$ cat src/rtl/opnd_skew_feeder.sv
// Operand skew feeder: streams K rows from the operand SRAM into one edge of
// the systolic array. Lane i is delayed by i cycles relative to lane 0. The
// block also drives the array compute/flush controls and a completion pulse.
module opnd_skew_feeder #(
  parameter int unsigned NUM_LANES    = 32,
  parameter int unsigned OPND_BWIDTH  = 8,
  parameter int unsigned K_LEN_BWIDTH = 16
) (
  input  logic                             CLK,
  input  logic                             RSTn,
  input  logic                             STALL,
  input  logic                             START_in,
  input  logic [K_LEN_BWIDTH-1:0]          K_LEN_in,
  input  logic                             IN_VALID_in,
  output logic                             IN_READY_out,
  input  logic [NUM_LANES*OPND_BWIDTH-1:0] IN_DATA_in,
  output logic [NUM_LANES*OPND_BWIDTH-1:0] OPND_DATA_out,
  output logic [NUM_LANES-1:0]             OPND_IS_VALID_out,
  output logic                             IS_COMPUTING_out,
  output logic                             IS_FLUSHING_out,
  output logic                             BUSY_out,
  output logic                             DONE_out
);

  localparam int unsigned DRAIN_BWIDTH = (NUM_LANES > 1) ? $clog2(NUM_LANES) : 1;
  localparam logic [DRAIN_BWIDTH-1:0] DRAIN_LAST = DRAIN_BWIDTH'(NUM_LANES - 1);

  typedef enum logic [1:0] {
    ST_IDLE  = 2'd0,
    ST_LOAD  = 2'd1,
    ST_DRAIN = 2'd2
  } state_e;

  state_e                    state_q, state_d;
  logic [K_LEN_BWIDTH-1:0]   klen_q, klen_d;
  logic [K_LEN_BWIDTH-1:0]   row_q, row_d, row_inc;
  logic [DRAIN_BWIDTH-1:0]   drain_q, drain_d, drain_inc;
  logic                      done_q, done_d;
  logic                      is_comp_q, is_comp_d;
  logic                      is_flush_q, is_flush_d;
  logic                      accept_c;
  logic                      in_ready_c;

  // Next-state logic; a stall leaves every register at its current value.
  always_comb begin
    state_d    = state_q;
    klen_d     = klen_q;
    row_d      = row_q;
    drain_d    = drain_q;
    done_d     = done_q;
    is_comp_d  = is_comp_q;
    is_flush_d = is_flush_q;
    in_ready_c = 1'b0;
    accept_c   = 1'b0;
    row_inc    = row_q + K_LEN_BWIDTH'(1);
    drain_inc  = drain_q + DRAIN_BWIDTH'(1);

    if (!STALL) begin
      done_d     = 1'b0;
      is_comp_d  = (state_q != ST_IDLE);
      is_flush_d = (state_q == ST_DRAIN);
      unique case (state_q)
        ST_IDLE: begin
          if (START_in) begin
            if (K_LEN_in != '0) begin
              state_d = ST_LOAD;
              klen_d  = K_LEN_in;
              row_d   = '0;
            end else begin
              done_d = 1'b1;
            end
          end
        end
        ST_LOAD: begin
          in_ready_c = 1'b1;
          if (IN_VALID_in) begin
            accept_c = 1'b1;
            row_d    = row_inc;
            if (row_inc == klen_q) begin
              drain_d = '0;
              // A single-lane feeder has nothing left to drain after the last row.
              if (NUM_LANES == 1) begin
                state_d = ST_IDLE;
                done_d  = 1'b1;
              end else begin
                state_d = ST_DRAIN;
              end
            end
          end
        end
        ST_DRAIN: begin
          drain_d = drain_inc;
          if (drain_inc == DRAIN_LAST) begin
            state_d = ST_IDLE;
            done_d  = 1'b1;
          end
        end
        default: state_d = ST_IDLE;
      endcase
    end
  end

  // Control state register.
  always_ff @(posedge CLK or negedge RSTn) begin
    if (!RSTn) begin
      state_q    <= ST_IDLE;
      klen_q     <= '0;
      row_q      <= '0;
      drain_q    <= '0;
      done_q     <= 1'b0;
      is_comp_q  <= 1'b0;
      is_flush_q <= 1'b0;
    end else begin
      state_q    <= state_d;
      klen_q     <= klen_d;
      row_q      <= row_d;
      drain_q    <= drain_d;
      done_q     <= done_d;
      is_comp_q  <= is_comp_d;
      is_flush_q <= is_flush_d;
    end
  end

  assign IN_READY_out     = in_ready_c;
  assign BUSY_out         = (state_q != ST_IDLE);
  assign DONE_out         = done_q;
  assign IS_COMPUTING_out = is_comp_q;
  assign IS_FLUSHING_out  = is_flush_q;

  // Per-lane skew chains: lane gi is gi+1 stages deep, bubbles carry zero data.
  for (genvar gi = 0; gi < NUM_LANES; gi++) begin : g_lane
    localparam int unsigned DEPTH      = gi + 1;
    localparam int unsigned DEPTH_BITS = DEPTH * OPND_BWIDTH;

    logic [DEPTH-1:0]                  vld_q, vld_d;
    logic [DEPTH-1:0][OPND_BWIDTH-1:0] dat_q, dat_d;
    logic [OPND_BWIDTH-1:0]            lane_in_c;

    assign lane_in_c = accept_c ? IN_DATA_in[gi*OPND_BWIDTH +: OPND_BWIDTH] : '0;
    assign vld_d     = DEPTH'({vld_q, accept_c});
    assign dat_d     = DEPTH_BITS'({dat_q, lane_in_c});

    // Shift one stage per unstalled cycle.
    always_ff @(posedge CLK or negedge RSTn) begin
      if (!RSTn) begin
        vld_q <= '0;
        dat_q <= '0;
      end else if (!STALL) begin
        vld_q <= vld_d;
        dat_q <= dat_d;
      end
    end

    assign OPND_IS_VALID_out[gi]                         = vld_q[DEPTH-1];
    assign OPND_DATA_out[gi*OPND_BWIDTH +: OPND_BWIDTH]  = dat_q[DEPTH-1];
  end

endmodule
$ cat config.mk
export PLATFORM = sky130hd
export DESIGN_NAME = opnd_skew_feeder
export DESIGN_NICKNAME = d
export VERILOG_FILES = /design/src/rtl/opnd_skew_feeder.sv
export SDC_FILE = /design/constraint.sdc
export NUM_CORES = 2
export LEC_CHECK = 0
export BUFFER_PORTS_ARGS = -buffer_cell sky130_fd_sc_hd__buf_2
export CAP_MARGIN = 15
export CORE_ASPECT_RATIO = 1.4
export CORE_MARGIN = 5
export CORE_UTILIZATION = 40
export DETAILED_ROUTE_END_ITERATION = 16
export PLACE_DENSITY = 0.68
export SLEW_MARGIN = 20
export SYNTH_ARGS = -nofsm -noshare
export SYNTH_HDL_FRONTEND = slang
export SYNTH_SLANG_ARGS = --single-unit
$ cat constraint.sdc
create_clock -name CLK -period 6.6 [get_ports CLK]
set_clock_uncertainty 0.1 [all_clocks]
set_input_delay 0.99 -clock CLK [delete_from_list [all_inputs] [get_ports CLK]]
set_output_delay 0.99 -clock CLK [all_outputs]
set_load 0.005 [all_outputs]
# Word level (Yosys, flattened, before mapping)

Cells that the tools add are included.

Add/subtract/negate cells: 2
Eq/ne operators: 9
Mux-type cells: 54
Bitwise gates (word level): 1
Reduce and logical (&&, ||, !) cells: 9

Operators with widths:

| operator              | number |
|---|---|
| $mux 8                | 32 |
| $mux 16               | 3 |
| $pmux 16 s2           | 1 |
| $add 16x1->16 const B | 1 |
| $eq 16x16->1          | 1 |
| $reduce_bool 16->1    | 1 |
| $mux 2                | 5 |
| $mux 5                | 2 |
| $pmux 5 s2            | 1 |
| $mux 1                | 8 |
| $ne 2x2->1 const B    | 4 |
| $reduce_and 4->1      | 2 |
| $pmux 2 s3            | 1 |
| $reduce_and 6->1      | 1 |
| $reduce_bool 2->1     | 3 |
| $add 5x1->5 const B   | 1 |
| $eq 5x5->1 const B    | 1 |
| $reduce_and 5->1      | 1 |
| $eq 2x1->1 const B    | 1 |
| $eq 2x2->1 const B    | 1 |
| $logic_not 2->1       | 1 |
| $ne 2x1->1 const B    | 1 |
| $pmux 1 s2            | 1 |
| $not 1->1             | 1 |

Bits in registers: 4794
Input bits: 277
Output and inout bits: 293

# Longest topological paths before layout

Depth in word-level cells: 5
Depth in mapped cells: 10
Depth with buffers taken out: 9

# Least setup slack after synthesis

Ideal clock, no wire load.

Path type: in2out
Start: in STALL
End: out IN_READY_out
Data arrival time: 2161 ps
Required time: 5510 ps
Path slack: 3349 ps
Stages on the path: 5
Path buffers: 4
Cell sequence: clkbuf_1 clkbuf_1 clkbuf_1 clkbuf_1 nor2_1

Longest elaborated chain between the ends: 1

Ends and longest elaborated chain:

| element            | RTL line | source |
|---|---|---|
| start: declaration | 11       | `input logic STALL,` |
| $mux 1             | 58       | `if (!STALL) begin` |
| end: declaration   | 15       | `output logic IN_READY_out,` |

No other way between the ends.

# Worst setup path after layout

Start: reg state_q[1]
End: out IN_READY_out

Longest elaborated chain between the ends: 3

Ends and longest elaborated chain:

| element                  | RTL line | source |
|---|---|---|
| start: declaration       | 34       | `state_e state_q, state_d;` |
| start signal: assignment | 114      | `state_q <= state_d;` |
| $eq 2x1->1               | 62       | `unique case (state_q)` |
| $mux 1                   | 62       |  |
| $mux 1                   | 58       |  |

No other way between the ends.

==> results.yml <==
status:
  status: "finished, final reports clean"
clock_network:
  cts_max_path_buffers: 4
  clockRootBuffer: "clkbuf_16"
  cts_max_level: 5
  post-cts-setup-buffers: 0
  cts_hold_buf: 32
  post_cts_resized: 0
  clk_pin_slew_worst_paths_ns: 0.06
  cts.sinks: 4298
  tritoncts: "built"
  numCtsBuffers: 400
  clock_latency_ns: 0.98
floorplan:
  io_pins: 570
  start_util: 0.401
  core_um2: 395000
  die_area_um2: 409000
  die_h_um: 755
  dieWidth_um: 542
  core.rowCount: 273
global_route:
  grt_util_all_layers: 0.129
  grt_pass1_vias: 82200
  grt_pass1_wl_mm: 445
  grt_max_degree: 196
  antenna_found_initial: 38
  grt_overflow: 0
critical_path:
  r2r_start: "state_q[1]$_DFFE_PN0P_"
  r2r_cells: 7
  critPathLaunch: "state_q[1]$_DFFE_PN0P_"
  reg2reg_to: "g_lane[12].dat_d[8]$_DFFE_PN0N_"
  required_ns: 5.51
  start_kind: "register"
  endpoint_kind: "output port"
  r2r_slack_ns: 3.08
  worstSetupPathType: "reg2out"
  crit_fanout: 11
  cp.arrival_ns: 2.74
  endpoint: "IN_READY_out"
logic_synthesis:
  seq_area_frac_synth: 0.679
  synth_ff_type: "dfrtp_1"
  synthTopCellsByArea: "dfrtp_1 68%, mux2_2 29%, a22o_1 1.4%"
  syn-instance-count: 9302
  synth_mux_area_frac: 0.286
  synth-async-reset-ratio: 1.00
  yosys.area_share.simple: 0.00412
  synth_compound_area_frac: 0.0169
  syn_area_per_cell_um2: 17.0
  synth_top_family_by_area: "multiplexers"
  synth-edff-count: 0
  synth_xor_area_frac: 0.000829
  syn-num-nets: 9585
  ys_seq_elements: 4298
  synthDistinctLibCells: 52
  ys_warn_count: 0
  synth_area_leader_cell: "dfrtp_1"
  synth_fa_ha_area_frac: 0.000545
  netlist_area_um2: 158000
  yosys.area.top_type_share: 0.679
sta:
  fmax_mhz: 261
  tightest_slew_ns: 1.17
  setup_viol: 0
  tns_ns: 0
  period_share: 0.580
  rsz0062_at_grt: "no"
  relSlewSlack: 0.223
  period_minus_slack_ns: 3.83
  drv_slew: 0
  hold_violations: 0
power_and_ir_drop:
  power_mw: 65.9
  ir_drop_mv: 0.279
  power.density_nw_per_um2: 363
  leakage_nw: 92.3
drt:
  drt-total-wl_mm: 264
  dr_total_vias: 75300
  post_drt_wl_per_cell_um: 17.0
  remaining_drc_errors: 0
  final_antenna_net_count: 0
  drt-initial-drc-count: 3315
  drtPass1Iterations: 5
  viasPerCell: 4.86
placed_design:
  dp_hpwl_mm: 165
  port-buffer-count: 569
  routabilityCongestion: 0.779
finish:
  fillers: 34000
  drive_above_1_share: 0.525
  areaGrowthSynthToFinish_pct: 14.7
  nets: 10200
worst_hold_path:
  hp-class: "in2reg"
job:
  max_cap_viol_count: 0
worst max-delay path, cell delays in order, from the launching register on:
cell	delay, ns
dfrtp_1	0.40
inv_1	0.12
ha_1	0.48
clkinv_1	0.46
nor2_1	0.22
buf_2	0.16
per-stage QoR:
| step | std cells | setup slack (ns) | utilization | instance area, µm² | hold slack (ns) |
|---|---|---|---|---|---|
| 2_1_floorplan | 9302 | 3.35 | - | 158000 | 0.373 |
| 3_3_place_gp | 14700 | 2.92 | 0.424 | 167000 | 0.382 |
| 3_5_place_dp | 14700 | 2.82 | 0.424 | 167000 | 0.384 |
| 4_1_cts | 15500 | 2.71 | 0.460 | 182000 | 0.000174 |
| 5_1_grt | 15500 | 2.57 | 0.460 | 182000 | 0.0523 |
| 6_report | 15500 | 2.77 | 0.460 | 182000 | 0.151 |
final cells by class:
type                    instances  area, µm²  area share
clock buffers                 575      11700      0.0643
repair buffers                729       4730      0.0260
well taps                    5225       6540      0.0360
flip-flops and latches       4298     108000       0.592
diodes                         10       25.0    0.000138
inverters                      10       37.5    0.000207
multi-input cells            4476      48800       0.269
clock inverters               146       2210      0.0122
layout by cell type (no fill, tap or decap), types with 4 or more instances in the layout:
cell type and instances:
bufinv_16 36, nand2b_1 4, buf_4 83, o31ai_1 5
buf_2 567, nor4_1 6, xnor2_1 5, clkinv_16 15
inv_1 9, diode_2 10, clkinv_4 7, mux2_2 4015
mux2i_1 7, clkinvlp_4 18, buf_12 44, dlygate4sd3_1 32
nand3_1 9, o21ai_0 23, nand2_1 29, o2111ai_1 4
a21oi_1 12, nand4_1 7, dfrtp_1 4298, ha_1 6
inv_6 9, nor2_1 21, clkbuf_1 76, clkbuf_8 98
a22o_1 259, clkinv_2 52, clkinv_8 4, and3_1 7
xor2_1 10, nor2b_1 4, and2_1 4, clkbuf_16 401
cells by family after synthesis:
group,count (synthesis)
multiplexers,4022
AND/OR/NAND/NOR,111
flip-flops,4298
XOR/XNOR,15
buffers and inverters,528
adder cells (fa/ha/maj),7
AO/OA/AOI/OAI,321
Yosys cell counts (all sizes together) (2+ instances only):
cell type	count
nand4	10
o21ai	26
nor3b	2
mux2	4015
nor2	21
o22ai	2
nand2	29
a22o	259
and2	4
ha	6
xnor2	5
clkbuf	504
nand3	10
nor2b	4
nand4bb	2
inv	9
nor4	10
a31oi	2
dfrtp	4298
a21o	2
o31ai	5
o41ai	4
o2111ai	4
nand2b	4
and3	7
buf	14
xor2	10
mux2i	7
nand3b	2
a21oi	12
nor3	3
flip-flops by register name (all words and copies together), names as in the netlist:
name              cells
OPND_DATA_out       248
g_lane.dat_q          8
IS_COMPUTING_out      1
drain_q               5
IS_FLUSHING_out       1
g_lane.vld_q         32
g_lane.dat_d       3968
row_q                16
state_q               2
klen_q               16
DONE_out              1
metal layers:
metal / vias up / global-route usage / wire, µm
met5: - / 0 / 122
met4: 22 / 0.0419 / 8550
met3: 539 / 0.0299 / 13100
met2: 1041 / 0.215 / 128000
met1: 39100 / 0.169 / 114000
li1: 34500 / - / -
worst min path at each step:
stage,from,endpoint,slack (ns),cells past startpoint
floorplan,g_lane[1].vld_q[0]$_DFFE_PN0N_,g_lane[1].vld_q[0]$_DFFE_PN0N_,0.37,1
global placement,OPND_DATA_out[64]$_DFFE_PN0N_,OPND_DATA_out[64]$_DFFE_PN0N_,0.38,1
detailed placement,g_lane[30].dat_d[49]$_DFFE_PN0N_,g_lane[30].dat_d[57]$_DFFE_PN0N_,0.38,1
CTS,IN_DATA_in[215],g_lane[26].dat_d[15]$_DFFE_PN0N_,0.0002,2
global route,IN_DATA_in[28],g_lane[3].dat_d[12]$_DFFE_PN0N_,0.05,2
finish,IN_DATA_in[5],g_lane[0].dat_q[5]$_DFFE_PN0N_,0.15,2
power by group:
part / switching, mW / internal, mW / total [mW]
registers: 2.71 / 31.7 / 34.4
clock network: 9.97 / 13.8 / 23.8
logic: 2.93 / 4.73 / 7.66
total: 15.6 / 50.2 / 65.9
(Power assumes the default switching activity.)
